**src/rtl/adder_pkg.sv**
```systemverilog
// Shared types and default geometry for the pipelined adder.
package adder_pkg;

    typedef enum logic {
        OP_ADD = 1'b0,
        OP_SUB = 1'b1
    } op_e;

    localparam int DEF_WIDTH = 16;
    localparam int DEF_CHUNK = 4;

endpackage

```
**src/rtl/adder_stage.sv**
```systemverilog
// One CHUNK-wide ripple slice of the pipelined adder.
// The full-width operand/result vectors travel with the operation, so upper
// operand chunks are naturally skew-delayed and lower result chunks deskewed.
module adder_stage
    import adder_pkg::*;
#(
    parameter int WIDTH = DEF_WIDTH,
    parameter int CHUNK = DEF_CHUNK,
    parameter int IDX   = 0,
    parameter bit LAST  = 1'b0
) (
    input  logic             clk,
    input  logic             rst_n,
    input  logic             hold,
    input  logic             in_valid,
    input  logic [WIDTH-1:0] in_a,
    input  logic [WIDTH-1:0] in_b,
    input  logic [WIDTH-1:0] in_sum,
    input  logic             in_carry,
    input  logic             in_ovf,
    output logic             out_valid,
    output logic [WIDTH-1:0] out_a,
    output logic [WIDTH-1:0] out_b,
    output logic [WIDTH-1:0] out_sum,
    output logic             out_carry,
    output logic             out_ovf
);

    logic [CHUNK-1:0] a_chunk;
    logic [CHUNK-1:0] b_chunk;
    logic [CHUNK:0]   chunk_res;
    logic             carry_into_msb;
    logic             ovf_next;
    logic [WIDTH-1:0] sum_next;

    // Ripple-add this stage's chunk and splice it into the travelling result.
    always_comb begin
        a_chunk        = in_a[IDX*CHUNK +: CHUNK];
        b_chunk        = in_b[IDX*CHUNK +: CHUNK];
        chunk_res      = {1'b0, a_chunk} + {1'b0, b_chunk} + {{CHUNK{1'b0}}, in_carry};
        // Carry into the top bit of the chunk, recovered from the sum bit.
        carry_into_msb = chunk_res[CHUNK-1] ^ a_chunk[CHUNK-1] ^ b_chunk[CHUNK-1];
        ovf_next       = LAST ? (carry_into_msb ^ chunk_res[CHUNK]) : in_ovf;
        sum_next       = in_sum;
        sum_next[IDX*CHUNK +: CHUNK] = chunk_res[CHUNK-1:0];
    end

    // Stage register: holds under stall, data only loads for real operations.
    always_ff @(posedge clk or negedge rst_n) begin
        if (!rst_n) begin
            out_valid <= 1'b0;
            out_a     <= '0;
            out_b     <= '0;
            out_sum   <= '0;
            out_carry <= 1'b0;
            out_ovf   <= 1'b0;
        end else if (!hold) begin
            out_valid <= in_valid;
            if (in_valid) begin
                out_a     <= in_a;
                out_b     <= in_b;
                out_sum   <= sum_next;
                out_carry <= chunk_res[CHUNK];
                out_ovf   <= ovf_next;
            end
        end
    end

endmodule

```
**src/rtl/pipelined_adder.sv**
```systemverilog
// Pipelined add/subtract: WIDTH/CHUNK ripple slices, one per stage,
// with a valid/ready handshake and a whole-pipe stall.
module pipelined_adder
    import adder_pkg::*;
#(
    parameter int WIDTH = DEF_WIDTH,
    parameter int CHUNK = DEF_CHUNK
) (
    input  logic             clk,
    input  logic             rst_n,
    input  logic             in_valid,
    output logic             in_ready,
    input  logic [WIDTH-1:0] a,
    input  logic [WIDTH-1:0] b,
    input  logic             c_in,
    input  logic             sub,
    output logic             out_valid,
    input  logic             out_ready,
    output logic [WIDTH-1:0] sum,
    output logic             c_out,
    output logic             ovf
);

    localparam int NST = WIDTH / CHUNK;

    generate
        if (WIDTH % CHUNK != 0) begin : g_bad_geometry
            $error("pipelined_adder: WIDTH must be a multiple of CHUNK");
        end
    endgenerate

    op_e              op;
    logic             stall;
    logic [WIDTH-1:0] b_eff;
    logic             carry_eff;

    logic [NST:0]     v_p;
    logic [WIDTH-1:0] a_p [NST+1];
    logic [WIDTH-1:0] b_p [NST+1];
    logic [WIDTH-1:0] s_p [NST+1];
    logic [NST:0]     c_p;
    logic [NST:0]     o_p;

    // Subtract is a + ~b + ~c_in; the inversion happens once at the entry.
    always_comb begin
        op        = sub ? OP_SUB : OP_ADD;
        b_eff     = (op == OP_SUB) ? ~b : b;
        carry_eff = (op == OP_SUB) ? ~c_in : c_in;
    end

    assign stall    = v_p[NST] && !out_ready;
    assign in_ready = !stall;

    assign v_p[0] = in_valid && in_ready;
    assign a_p[0] = a;
    assign b_p[0] = b_eff;
    assign s_p[0] = '0;
    assign c_p[0] = carry_eff;
    assign o_p[0] = 1'b0;

    generate
        for (genvar k = 0; k < NST; k++) begin : g_stage
            adder_stage #(
                .WIDTH (WIDTH),
                .CHUNK (CHUNK),
                .IDX   (k),
                .LAST  (k == NST - 1)
            ) u_stage (
                .clk       (clk),
                .rst_n     (rst_n),
                .hold      (stall),
                .in_valid  (v_p[k]),
                .in_a      (a_p[k]),
                .in_b      (b_p[k]),
                .in_sum    (s_p[k]),
                .in_carry  (c_p[k]),
                .in_ovf    (o_p[k]),
                .out_valid (v_p[k+1]),
                .out_a     (a_p[k+1]),
                .out_b     (b_p[k+1]),
                .out_sum   (s_p[k+1]),
                .out_carry (c_p[k+1]),
                .out_ovf   (o_p[k+1])
            );
        end
    endgenerate

    assign out_valid = v_p[NST];
    assign sum       = s_p[NST];
    assign c_out     = c_p[NST];
    assign ovf       = o_p[NST];

endmodule

```
**config.mk**
```make
export PLATFORM = sky130hd
export DESIGN_NAME = pipelined_adder
export DESIGN_NICKNAME = d
export VERILOG_FILES = /design/src/rtl/adder_pkg.sv /design/src/rtl/adder_stage.sv /design/src/rtl/pipelined_adder.sv
export SDC_FILE = /design/constraint.sdc
export NUM_CORES = 1
export LEC_CHECK = 0
export CELL_PAD_IN_SITES_DETAIL_PLACEMENT = 0
export CELL_PAD_IN_SITES_GLOBAL_PLACEMENT = 1
export CORE_MARGIN = 4
export CORE_UTILIZATION = 45
export DETAILED_ROUTE_END_ITERATION = 10
export PLACE_DENSITY = 0.89
export SYNTH_ARGS = -nofsm -noshare
export SYNTH_HDL_FRONTEND = slang
export SYNTH_SLANG_ARGS = --single-unit
```
**constraint.sdc**
```tcl
create_clock -name clk -period 2.2 [get_ports clk]
set_input_delay 0.33 -clock clk [delete_from_list [all_inputs] [get_ports clk]]
set_output_delay 0.33 -clock clk [all_outputs]
set_load 0.01 [all_outputs]
```
==> results by group <==
GRT
  • Vias in the first global route: around 2600
  • Initial antenna violation count: 0
  • Total gr overflow: 0
  • First-pass GRT wire length: approximately 12 mm
  • GR Util All Layers: between 10% and 20%
  • Largest net degree at the start of global routing: 47

Timing
  • Tcrit/Tclk final: 97.7%
  • Worst-margin pin slew: ~440 ps
  • Clk_skew: 11.0 ps
  • Fin Hold WS: roughly 440 ps
  • Final Setup Violations: 0
  • Slew Viols, Final: 0
  • Tmin final: 2150 ps
  • Slew margin rel.: between 70 and 80%
  • Final hold viol count: 0
  • Final TNS setup: 0 ps
  • F_max: about 0.47 GHz

Clock network
  • CTS Sinks: 97
  • TritonCTS clock tree: yes
  • Worst-Skew Late Latency: 360 ps
  • Root Driver: clkbuf_8
  • CTS clk-pin slew, worst paths: ~90 ps
  • Clk buf depth: 2
  • H-tree depth: 3
  • Num CTS Buffers: 9

Critical path
  • CP max FO: 2
  • Arr. time, crit path: 2380 ps
  • Startpoint Class: flip-flop
  • Reg2reg path depth: 8
  • Critical R2R Launch: g_stage[2].u_stage.out_a[12]$_DFFE_PN0P_
  • R2R Setup Slk: between 50 and 60 ps
  • Critical R2R Capture: g_stage[3].u_stage.out_ovf$_DFFE_PN0P_
  • Req. time, crit path: 2430 ps
  • Critical Path End Type: flip-flop
  • Crit path kind: reg -> reg

Detailed routing
  • Detailed-route via count: around 2500
  • WL/cell: roughly 13 um
  • Residual DRC: 0
  • WL final: ~7.1 mm
  • Initial DRC Count: 66
  • Drt pass-1 iters: 4
  • DR vias/cell: approximately 4.7
  • Routed Antenna Nets: 0

Placement
  • GPL Wtd Cong: between 0.7 and 0.8
  • Port Buffers: 57
  • Placed Area: ~0.0052 sq mm
  • HPWL Detailed: between 5 and 6 mm

Floorplanning
  • Die ar.: ~0.012 sq mm
  • Initial core utilization: between 40% and 50%
  • Total core area: 0.00977 sq mm
  • Io pins: a little under 60
  • # rows: 36
  • Die width: ~110 um
  • Die Height: about 110 um

Pwr
  • PD cells: 1370 mW/mm^2
  • Sw Share: 32.1%
  • Total chip power: ~7400 uW
  • Cell-internal power: 5010 uW
  • Switch Pwr: between 2000 and 2500 uW
  • Reg power frac: slightly above 40%
  • Comb pwr share: a little over two fifths
  • Leak: about 0.0025 uW
  • Clk pwr share: 15.9%
  • Worst VDD drop: approximately 0.45 mV

Synthesis
  • Post-Syn Instances: 330
  • Number of synthesized flops with an enable pin: 0
  • Syn. warnings: 0
  • Ranking of synthesized cells by area: dfrtp_1 (54%), mux2_4 (12%), mux2_2 (7.2%), fa_1 (3.5%), ha_1 (3.3%)
  • Synth unique cells: 28
  • Syn_area_per_cell: about 14 sq um
  • Post-synth ARST share: 100%
  • Post-synth design cell area: 0.00451 sq mm
  • Synthesized net count: 388
  • Main synth FF type: dfrtp_1
  • Synth area leader: dfrtp_1
  • Sequential share of the synthesized area: between 50% and 60%
  • Share of the synthesized area in the top cell type: a little over half
  • Yosys reg bits: 97

Finish
  • Post-route cell area: around 0.0054 sq mm
  • Nets: 449
  • Commonest non-fill, non-tap cell in the layout: dfrtp_1
  • Most frequent cells in the layout: dfrtp_1 (97), clkdlybuf4s50_1 (56), mux2_4 (35)
  • Area occupied by multi-input gates: 0.00189 sq mm
  • Sequential Area: ~0.0024 sq mm
  • FILL cells: 833
  • Diodes inserted: 0
  • Area grow syn2layout: 19.7%
  • Share of cells above drive strength 1: a little under a quarter

Status
  • Status: finished clean

Flow run
  • Max-Cap Viols: 0

Hold path
  • Worst min path class: in -> async
-- per-stage QoR --
step,std cells,util (%),setup WS (ps)
floorplan,330,-,191
global placement,512,53.0,13.9
detailed placement,512,53.0,-90.9
CTS,529,55.2,17.8
global route,529,55.2,-14.5
finish,529,55.2,50.5
-- flip-flops by register name, indices dropped and copies added (netlist names) --
register and flops:
g_stage.u_stage.out_valid 4, g_stage.u_stage.out_ovf 1, g_stage.u_stage.out_carry 4, g_stage.u_stage.out_sum 40, g_stage.u_stage.out_b 24, g_stage.u_stage.out_a 24
-- what timing repair did --
| item | in CTS | in global routing |
|---|---|---|
| resized for setup | 0 | 1 |
| hold endpoints to repair | 31 | 0 |
| endpoints found under the setup margin | 0 | 1 |
| setup buffers | 0 | 0 |
| hold buffers | 1 | 0 |
-- worst max-delay path by stage --
| stage | from | endpoint | slack [ps] |
|---|---|---|---|
| 2_1_floorplan | g_stage[2].u_stage.out_a[12]$_DFFE_PN0P_ | g_stage[3].u_stage.out_ovf$_DFFE_PN0P_ | 190 |
| 3_3_place_gp | sub | g_stage[0].u_stage.out_sum[3]$_DFFE_PN0P_ | 10 |
| 3_5_place_dp | sub | g_stage[0].u_stage.out_sum[3]$_DFFE_PN0P_ | -90 |
| 4_1_cts | g_stage[2].u_stage.out_a[12]$_DFFE_PN0P_ | g_stage[3].u_stage.out_ovf$_DFFE_PN0P_ | 20 |
| 5_1_grt | g_stage[2].u_stage.out_a[12]$_DFFE_PN0P_ | g_stage[3].u_stage.out_ovf$_DFFE_PN0P_ | -10 |
| 6_report | g_stage[2].u_stage.out_a[12]$_DFFE_PN0P_ | g_stage[3].u_stage.out_ovf$_DFFE_PN0P_ | 50 |
-- final cells by class --
type / count / share of cell area [%]
clock buffer: 12 / 2.87
clock inverter: 4 / 0.950
inverter: 19 / 1.46
multi-input combinational: 201 / 35.0
sequential: 97 / 45.0
tap: 133 / 3.08
timing repair buffer: 63 / 11.6
-- cells by family after synthesis --
group                    count (synthesis)  synth area share [%]
XOR/XNOR                                28                  5.60
buffers and inverters                   32                  4.35
multiplexers                            64                  18.9
AO/OA/AOI/OAI                           42                  5.07
AND/OR/NAND/NOR                         47                  5.41
adder cells (fa/ha/maj)                 20                  6.88
flip-flops                              97                  53.8
-- cell usage after synthesis (3+ instances only) --
| master | count |
|---|---|
| dfrtp_1 | 97 |
| mux2_4 | 35 |
| nand2_1 | 32 |
| mux2_2 | 29 |
| o21ai_0 | 26 |
| inv_1 | 18 |
| xor2_1 | 14 |
| xnor2_1 | 13 |
| ha_1 | 12 |
| a21oi_1 | 8 |
| fa_1 | 8 |
| buf_6 | 6 |
| nor2_1 | 6 |
| a21o_1 | 4 |
| buf_2 | 3 |
-- critical path, stage by stage (launching register included) --
cell      delay [ps]
dfrtp_1          360
inv_1             70
fa_1             480
fa_1             420
nand2b_1         180
a21oi_2          170
xnor2_1          150
xnor2_1          140
o21ai_1           70
-- routing by layer --
metal	up-vias	wire, um	global-route usage, %
li1	1225	-	-
met1	1185	3520	19.0
met2	48	3190	20.4
met3	10	267	2.69
met4	0	119	5.14
met5	-	0	0
-- power by group through the flow --
stage / combinational, uW / clock, uW / sequential, uW
after global routing: 3500 / 1280 / 3170
after detailed placement: 3180 / 0 / 3110
after global placement: 3080 / 0 / 3060
final: 3140 / 1170 / 3060
after CTS: 3190 / 1210 / 3070
after floorplan: 2390 / 0 / 3030
No activity file was read; power rests on OpenSTA's default activity.
